--- config.mk ---
export PLATFORM = sky130hd
export DESIGN_NAME = tug_of_war_ctrl_flat
export DESIGN_NICKNAME = d
export VERILOG_FILES = /design/src/rtl/tow_pkg.sv /design/src/rtl/tug_of_war_ctrl_if.sv /design/src/rtl/press_edge.sv /design/src/rtl/tug_of_war_ctrl.sv /design/src/flat_wrapper.sv
export SDC_FILE = /design/constraint.sdc
export NUM_CORES = 1
export LEC_CHECK = 0
export ABC_AREA = 1
export BUFFER_PORTS_ARGS = -buffer_cell sky130_fd_sc_hd__buf_2
export CORE_MARGIN = 3
export CORE_UTILIZATION = 40
export DETAILED_ROUTE_END_ITERATION = 10
export PLACE_DENSITY_LB_ADDON = 0.12
export SYNTH_ARGS = -nofsm -noshare
export SYNTH_HDL_FRONTEND = slang
export SYNTH_SLANG_ARGS = --single-unit
--- constraint.sdc ---
create_clock -name clk -period 3.55 [get_ports clk]
set_input_delay 0.1775 -clock clk [delete_from_list [all_inputs] [get_ports clk]]
set_output_delay 0.1775 -clock clk [all_outputs]
set_load 0.01 [all_outputs]
--- src/rtl/tow_pkg.sv ---
// rtl/tow_pkg.sv - shared types for the tug-of-war round/score controller
// Round state encoding, winner codes and a counter-width helper.
package tow_pkg;

  typedef enum logic [1:0] {
    RESTART   = 2'd0,
    PLAY      = 2'd1,
    POINT     = 2'd2,
    GAME_OVER = 2'd3
  } state_t;

  localparam logic [1:0] WIN_NONE  = 2'b00;
  localparam logic [1:0] WIN_LEFT  = 2'b01;
  localparam logic [1:0] WIN_RIGHT = 2'b10;

  function automatic int cnt_width(input int n);
    return (n > 1) ? $clog2(n) : 1;
  endfunction

endpackage

--- src/rtl/tug_of_war_ctrl_if.sv ---
// rtl/tug_of_war_ctrl_if.sv - key/light/score bundle around the round controller
// master drives keys and light state; slave (the controller) drives presses and scores.
interface tug_of_war_ctrl_if #(
  parameter int NUM_LIGHTS = 9,
  parameter int SCORE_W    = 3
);
  logic                  keyL;
  logic                  keyR;
  logic                  newGame;
  logic [NUM_LIGHTS-1:0] lights;
  logic                  pressL;
  logic                  pressR;
  logic                  fieldReset;
  logic [SCORE_W-1:0]    scoreL;
  logic [SCORE_W-1:0]    scoreR;
  logic [1:0]            winner;
  logic                  gameOver;

  modport master (
    output keyL, keyR, newGame, lights,
    input  pressL, pressR, fieldReset, scoreL, scoreR, winner, gameOver
  );

  modport slave (
    input  keyL, keyR, newGame, lights,
    output pressL, pressR, fieldReset, scoreL, scoreR, winner, gameOver
  );
endinterface

--- src/rtl/press_edge.sv ---
// rtl/press_edge.sv - rising-edge detector for one player key
// History resets to 1 so a key already held at reset release never fires.
module press_edge (
  input  logic clk,
  input  logic reset,
  input  logic i_key,
  output logic o_rise
);

  logic r_hist;

  always_ff @(posedge clk or negedge reset) begin
    if (!reset) begin
      r_hist <= 1'b1;
    end else begin
      r_hist <= i_key;
    end
  end

  assign o_rise = i_key & ~r_hist;

endmodule

--- src/rtl/tug_of_war_ctrl.sv ---
// rtl/tug_of_war_ctrl.sv - round/score controller for the tug-of-war light row
// Turns keys into gated press pulses, scores edge pushes and sequences restart/game over.
module tug_of_war_ctrl
  import tow_pkg::*;
#(
  parameter int NUM_LIGHTS  = 9,
  parameter int WIN_SCORE   = 7,
  parameter int SCORE_W     = 3,
  parameter int RESTART_CYC = 4
) (
  input  logic               clk,
  input  logic               reset,
  tug_of_war_ctrl_if.slave   bus
);

  localparam int CNT_W = cnt_width(RESTART_CYC);
  localparam logic [CNT_W-1:0]   CNT_LAST = CNT_W'(RESTART_CYC - 1);
  localparam logic [SCORE_W-1:0] WIN_VAL  = SCORE_W'(WIN_SCORE);

  state_t             r_state;
  state_t             w_state_nxt;
  logic [CNT_W-1:0]   r_cnt;
  logic [SCORE_W-1:0] r_score_l;
  logic [SCORE_W-1:0] r_score_r;
  logic [1:0]         r_winner;

  logic w_raw_l;
  logic w_raw_r;
  logic w_pt_l;
  logic w_pt_r;
  logic w_field_reset;
  logic w_game_over;
  logic w_press_l;
  logic w_press_r;
  logic w_unused;

  press_edge u_edge_l (
    .clk    (clk),
    .reset  (reset),
    .i_key  (bus.keyL),
    .o_rise (w_raw_l)
  );

  press_edge u_edge_r (
    .clk    (clk),
    .reset  (reset),
    .i_key  (bus.keyR),
    .o_rise (w_raw_r)
  );

  // Simultaneous rises cancel, so a point needs a lone rise at the lit edge.
  assign w_pt_l = (r_state == PLAY) & bus.lights[NUM_LIGHTS-1] & w_raw_l & ~w_raw_r;
  assign w_pt_r = (r_state == PLAY) & bus.lights[0]            & w_raw_r & ~w_raw_l;
  assign w_unused = ^bus.lights;

  always_ff @(posedge clk or negedge reset) begin
    if (!reset) begin
      r_state <= RESTART;
    end else begin
      r_state <= w_state_nxt;
    end
  end

  always_comb begin
    w_state_nxt = r_state;
    case (r_state)
      RESTART:   if (r_cnt == CNT_LAST) w_state_nxt = PLAY;
      PLAY:      if (w_pt_l || w_pt_r) w_state_nxt = POINT;
      POINT:     w_state_nxt = ((r_score_l == WIN_VAL) || (r_score_r == WIN_VAL))
                               ? GAME_OVER : RESTART;
      GAME_OVER: if (bus.newGame) w_state_nxt = RESTART;
      default:   w_state_nxt = RESTART;
    endcase
  end

  always_comb begin
    w_field_reset = (r_state == RESTART);
    w_game_over   = (r_state == GAME_OVER);
    w_press_l     = 1'b0;
    w_press_r     = 1'b0;
    if (r_state == PLAY) begin
      w_press_l = w_raw_l & ~w_raw_r & ~w_pt_l;
      w_press_r = w_raw_r & ~w_raw_l & ~w_pt_r;
    end
  end

  // Counter idles at zero outside RESTART so every round start sees a full hold.
  always_ff @(posedge clk or negedge reset) begin
    if (!reset) begin
      r_cnt <= '0;
    end else if (r_state == RESTART) begin
      r_cnt <= r_cnt + CNT_W'(1);
    end else begin
      r_cnt <= '0;
    end
  end

  always_ff @(posedge clk or negedge reset) begin
    if (!reset) begin
      r_score_l <= '0;
      r_score_r <= '0;
      r_winner  <= WIN_NONE;
    end else if (w_pt_l) begin
      r_score_l <= r_score_l + SCORE_W'(1);
      r_winner  <= WIN_LEFT;
    end else if (w_pt_r) begin
      r_score_r <= r_score_r + SCORE_W'(1);
      r_winner  <= WIN_RIGHT;
    end else if ((r_state == GAME_OVER) && bus.newGame) begin
      r_score_l <= '0;
      r_score_r <= '0;
      r_winner  <= WIN_NONE;
    end
  end

  assign bus.pressL     = w_press_l;
  assign bus.pressR     = w_press_r;
  assign bus.fieldReset = w_field_reset;
  assign bus.gameOver   = w_game_over;
  assign bus.scoreL     = r_score_l;
  assign bus.scoreR     = r_score_r;
  assign bus.winner     = r_winner;

endmodule

--- src/flat_wrapper.sv ---
// flat-port wrapper written by rule: the top's interface ports become plain ports
module tug_of_war_ctrl_flat import tow_pkg::*;
#(
  parameter int NUM_LIGHTS  = 9,
  parameter int WIN_SCORE   = 7,
  parameter int SCORE_W     = 3,
  parameter int RESTART_CYC = 4
)
  (clk, reset, bus_keyL, bus_keyR, bus_newGame, bus_lights, bus_pressL, bus_pressR, bus_fieldReset, bus_scoreL, bus_scoreR, bus_winner, bus_gameOver);
  tug_of_war_ctrl_if #(.NUM_LIGHTS(NUM_LIGHTS), .SCORE_W(SCORE_W)) bus_i ();
  input  logic clk;
  input  logic reset;
  input wire logic [$bits(bus_i.keyL)-1:0] bus_keyL;
  input wire logic [$bits(bus_i.keyR)-1:0] bus_keyR;
  input wire logic [$bits(bus_i.newGame)-1:0] bus_newGame;
  input wire logic [$bits(bus_i.lights)-1:0] bus_lights;
  output wire logic [$bits(bus_i.pressL)-1:0] bus_pressL;
  output wire logic [$bits(bus_i.pressR)-1:0] bus_pressR;
  output wire logic [$bits(bus_i.fieldReset)-1:0] bus_fieldReset;
  output wire logic [$bits(bus_i.scoreL)-1:0] bus_scoreL;
  output wire logic [$bits(bus_i.scoreR)-1:0] bus_scoreR;
  output wire logic [$bits(bus_i.winner)-1:0] bus_winner;
  output wire logic [$bits(bus_i.gameOver)-1:0] bus_gameOver;
  assign bus_i.keyL = bus_keyL;
  assign bus_i.keyR = bus_keyR;
  assign bus_i.newGame = bus_newGame;
  assign bus_i.lights = bus_lights;
  assign bus_pressL = bus_i.pressL;
  assign bus_pressR = bus_i.pressR;
  assign bus_fieldReset = bus_i.fieldReset;
  assign bus_scoreL = bus_i.scoreL;
  assign bus_scoreR = bus_i.scoreR;
  assign bus_winner = bus_i.winner;
  assign bus_gameOver = bus_i.gameOver;
  tug_of_war_ctrl #(.NUM_LIGHTS(NUM_LIGHTS), .WIN_SCORE(WIN_SCORE), .SCORE_W(SCORE_W), .RESTART_CYC(RESTART_CYC)) u_core (.clk(clk), .reset(reset), .bus(bus_i));
endmodule
**Word-level counts from Yosys, hierarchy flattened**

Cells that the tools add are included.
Widths: inputs -> output; s select.

- Add/subtract/negate cells: 3
- Equality and inequality tests: 10
- Multiplexer cells: 15
- Bitwise logic cells: 18
- Reductions and logical operators: 10

Operators with widths:

| cell | count |
|---|---|
| $mux 2 | 8 |
| $and 1x1->1 | 12 |
| $mux 3 | 4 |
| $pmux 2 s4 | 1 |
| $add 3x1->3 const B | 2 |
| $eq 2x2->1 const B | 3 |
| $eq 3x3->1 const B | 2 |
| $not 1->1 | 6 |
| $ne 2x1->1 const B | 2 |
| $ne 2x2->1 const B | 2 |
| $reduce_and 2->1 | 2 |
| $reduce_bool 2->1 | 2 |
| $reduce_and 3->1 | 1 |
| $reduce_bool 3->1 | 1 |
| $add 2x1->2 const B | 1 |
| $eq 2x1->1 const B | 1 |
| $logic_not 2->1 | 1 |
| $logic_or 1x1->1 | 2 |
| $mux 1 | 2 |
| $logic_and 1x1->1 | 1 |

- Register bits after elaboration: 14
- Input port bits: 14
- Output and inout port bits: 12
- Logic and storage cells: 63

**Depth between registers and ports, before layout**

- Depth after elaboration: 7
- Depth in mapped cells: 8

**By module**

Synthesis repeated with hierarchy kept, for this count alone.

- Cell total of the unflattened synthesis: 86
- Area total of the unflattened synthesis: 738.2 um^2

Modules (own cells, without submodules):

| module | times used | cells an instance | area an instance (um^2) | sequential area each (um^2) |
|---|---|---|---|---|
| tug_of_war_ctrl | 1 | 80 | 665.6 | 300.3 |
| press_edge | 2 | 3 | 36.3 | 26.3 |

**Worst setup path after synthesis**

Ideal clock, no wire load.

- Kind: register to register
- Start: register u_core.r_score_r[0], in the netlist u_core.bus.scoreR[0]
- End: register u_core.r_state[0]
- Library setup time: 0.117 ns
- Arrival: 1.161 ns
- Setup slack: 2.273 ns
- Cell stages (with the launch flop): 7
- Path buffers: 0
- Cells stage by stage: dfrtp_1 ha_1 ha_1 o21ai_0 nand2_1 nand3_1 nand2_1

- Cells in the longest elaborated chain, start to end: 4

RTL lines:

| element | line | text |
|---|---|---|
| start: declaration | tug_of_war_ctrl.sv:24 | `logic [SCORE_W-1:0] r_score_r;` |
| start signal: assignment | tug_of_war_ctrl.sv:107 | `r_score_r <= r_score_r + SCORE_W'(1);` |
| $eq 3x3->1 | tug_of_war_ctrl.sv:69 | `POINT: w_state_nxt = ((r_score_l == WIN_VAL) \|\| (r_score_r == WIN_VAL))` |
| $logic_or 1x1->1 | tug_of_war_ctrl.sv:69 |  |
| $mux 2 | tug_of_war_ctrl.sv:70 | `? GAME_OVER : RESTART;` |
| $pmux 2 s4 | tug_of_war_ctrl.sv:66 | `case (r_state)` |
| end signal: assignment | tug_of_war_ctrl.sv:60 | `r_state <= w_state_nxt;` |
| end: declaration | tug_of_war_ctrl.sv:20 | `state_t r_state;` |

No other way between the ends.
A chain may end at the register's enable or synchronous reset.

**Final worst setup path**

- Start: input bus_keyR
- End: output bus_pressR

- Cells in the longest elaborated chain, start to end: 6
- Elaborated cells on any way between the ends: 7

RTL lines:

| element | line | text |
|---|---|---|
| start: declaration | flat_wrapper.sv:14 | `input wire logic [$bits(bus_i.keyR)-1:0] bus_keyR;` |
| $and 1x1->1 * | press_edge.sv:20 | `assign o_rise = i_key & ~r_hist;` |
| $and 1x1->1 (2 in series) | tug_of_war_ctrl.sv:53 | `assign w_pt_r = (r_state == PLAY) & bus.lights[0] & w_raw_r & ~w_raw_l;` |
| $not 1->1 | tug_of_war_ctrl.sv:83 | `w_press_r = w_raw_r & ~w_raw_l & ~w_pt_r;` |
| $and 1x1->1 * | tug_of_war_ctrl.sv:83 |  |
| $mux 1 * | tug_of_war_ctrl.sv:81 | `if (r_state == PLAY) begin` |
| end: declaration | flat_wrapper.sv:18 | `output wire logic [$bits(bus_i.pressR)-1:0] bus_pressR;` |

Every way passes the cells marked *; elsewhere a longest branch is shown, timed or not.

==> qor.csv <==
metric,value,unit
clock_sinks,14,
status,"finished, final reports clean",
syn2layout_area_growth,25.3,%
fmax,653,MHz
synthMuxAreaShare,0,%
ys.flop_type,dfrtp_1,
rows,14,
whs_path_depth,3,
worstPathBufferInverterCount,3,
p_int,0.402,mW
stdcell_area,873,µm²
use_met3,2.26,%
die_area,2280,µm²
syn-cell-area,697,µm²
post-route-drc-count,0,
portBuffers,18,
cpMostUsedCell,buf_2,
crit_chain,dlygate4sd3_1 > buf_2 > nand2_1 > nor4_1 > buf_2,
coreArea,1580,µm²
root_buffer,clkbuf_4,
max_slew_margin,78.8,%
drt.antenna.violating_nets,0,
combinationalPowerShare,42.3,%
worstPathRequired,3370,ps
power_frac_seq,40.1,%
die_h,47.7,µm
first_iter_violations,2,
synth-xor-area-share,0,%
yosys.area.top_type,dfrtp_1,
p_leak,0.537,nW
maxCapViolations,0,
worstSetupEndpointType,output pin,
critPathMaxFanout,4,
synthArstFlopShare,100,%
hold_viol,0,
pin_count,26,
grt_usage,13.7,%
synthTopCellsByCount,"nand2_1, dfrtp_1, inv_1, nor2_1, nand3_1",
yosys.area_share.simple,30.3,%
finClkSkew,1.42,ps
synth_fa_ha_area_share,8.98,%
ys_ff_latch,14,
synth_most_common_cell,nand2_1,
drive_gt1_share,31.1,%
avgSynthCellArea,8.60,µm²
overflow,0,
fin_crit_sh,43.1,%
synth_nets,100,
ys_types,17,
start_kind,input port,
dpl_cell_area,807,µm²
hpwl,1030,µm
cts_tree,done,
hp-start,bus_newGame,
yosys_warnings,0,
diodes,0,
grt_pass1_vias,496,
netSwitchingFraction,40.2,%
synth_top_family_by_area,simple AND/OR/NAND/NOR gates,
r2r_slack,2230,ps
cts_buffer_depth,2,
die_x,47.7,µm
reg2regPathDepth,6,
top_usage_layer,met2,
grt_util_met2,23.0,%
synth.area.top_cells,"dfrtp_1, nand2_1, ha_1",
power.switching,0.270,mW
crit_family,buffers and inverters,
wl_per_cell,11.0,µm
vias_per_cell,4.62,
setup_tns,0,ps
cellPowerDensity,769,nW/µm²
slowest_delay,520,ps
synth_edf_count,0,
fillers,152,
reg2reg_to,u_core.r_state[1],
antenna_found_initial,0,
tightest_slew,319,ps
grt_max_degree,15,
vias,564,
synth_top_area_share,43.1,%
h-tree-depth,1,
min_period,1530,ps
r2r_start,u_core.bus.scoreL[0],
cts_made_buffers,3,
crit_slowest_cell,dlygate4sd3_1,
peakVddDrop,0.000355,V
synth_compound_area_share,3.41,%
p_clk_share,17.6,%
first_pass_iters,2,
nets,126,
place.gp.congestion,0.782,
hold_class,in -> reg,
yosysSeqAreaShare,50.6,%
setup_viol,0,
synthCells,81,
rsz0062_at_grt,no,
slew_violations,0,
clkTransAtPathRegs,90,ps
cp_data_arrival_time,1350,ps
routed_wl,1340,µm
grt_pass1_wl,2080,µm
worstSetupPathType,in -> out,
met1_usage,15.5,%
clk_latency,280,ps
start_util,44.2,%
hold_end,u_core.r_state[1],
-- power groups by stage --
stage / clock network, mW / registers (mW) / logic, mW
floorplan: 0 / 0.286 / 0.177
global route: 0.129 / 0.278 / 0.327
global placement: 0 / 0.270 / 0.282
detailed placement: 0 / 0.274 / 0.287
CTS: 0.122 / 0.271 / 0.291
finish: 0.118 / 0.270 / 0.284
-- cells in the final DEF (no fill, tap or decap) --
cell           Yosys  layout
a21oi_1            1       1
buf_2              0      18
clkbuf_4           0       3
clkbuf_8           0       1
clkinv_2           1       1
dfrtp_1           12      12
dfstp_2            2       2
dlygate4sd3_1      0       3
ha_1               5       5
inv_1             10      10
inv_2              1       1
nand2_1           19      19
nand2_2            2       2
nand3_1            9       9
nand3_2            2       2
nor2_1            10      10
nor2_2             2       2
nor4_1             1       1
o21ai_0            2       2
o21ai_2            1       1
or2_1              1       1
-- per-layer routing --
metal / vias to the layer above / part of all wire, %
met2: 12 / 49
li1: 306 / -
met3: 4 / 4.0
met1: 242 / 45
met4: 0 / 2.3
met5: - / 0
-- logic make-up after synthesis --
family | Yosys count
buf+inv | 12
simple gates | 46
compound gates | 4
fa+ha+maj | 5
flops | 14
-- state kept, by name (all words and copies together), names as in the netlist --
name / count
u_core.bus.scoreL: 3
u_core.bus.scoreR: 3
u_core.bus.winner: 2
u_core.r_cnt: 2
u_core.r_state: 2
u_core.u_edge_l.r_hist: 1
u_core.u_edge_r.r_hist: 1
-- worst min-delay path, cell delays in order --
cell and delay, ps:
buf_2 90, or2_1 120, nand2_1 60
-- cell type report --
| type | instances | area, µm² | area share, % |
|---|---|---|---|
| Multi-Input combinational cell | 55 | 298 | 34.1 |
| Inverter | 12 | 46.3 | 5.30 |
| Clock buffer | 4 | 36.3 | 4.15 |
| Timing Repair Buffer | 21 | 120 | 13.8 |
| Sequential cell | 14 | 353 | 40.4 |
| Tap cell | 16 | 20.0 | 2.29 |
-- timing repair --
item                                   CTS  global route
buffers inserted                         0             0
hold buffers                             3             0
gates resized for setup                  0             0
endpoints found under the hold margin   14             0
-- worst max path at each step --
| stage | from | end | cells after the start |
|---|---|---|---|
| floorplan | u_core.bus.scoreR[0] | u_core.r_state[0] | 6 |
| global placement | u_core.bus.scoreR[0] | u_core.r_state[1] | 6 |
| detailed placement | u_core.bus.scoreL[0] | u_core.r_state[1] | 6 |
| CTS | bus_keyR | bus_pressR | 5 |
| global route | bus_keyR | bus_pressR | 5 |
| finish | bus_keyR | bus_pressR | 5 |
-- through the flow --
step | hold WS [ps] | instances | power [mW] | setup WS [ps] | utilization (%)
floorplan | -118 | 81 | 0.463 | 2270 | -
finish | 191 | 122 | 0.672 | 2020 | 55.4
CTS | 184 | 122 | 0.684 | 2010 | 55.4
detailed placement | 93.4 | 115 | 0.561 | 2230 | 51.2
global route | 199 | 122 | 0.735 | 1900 | 55.4
global placement | 93.8 | 115 | 0.552 | 2250 | 51.2
(Power assumes the default switching activity.)
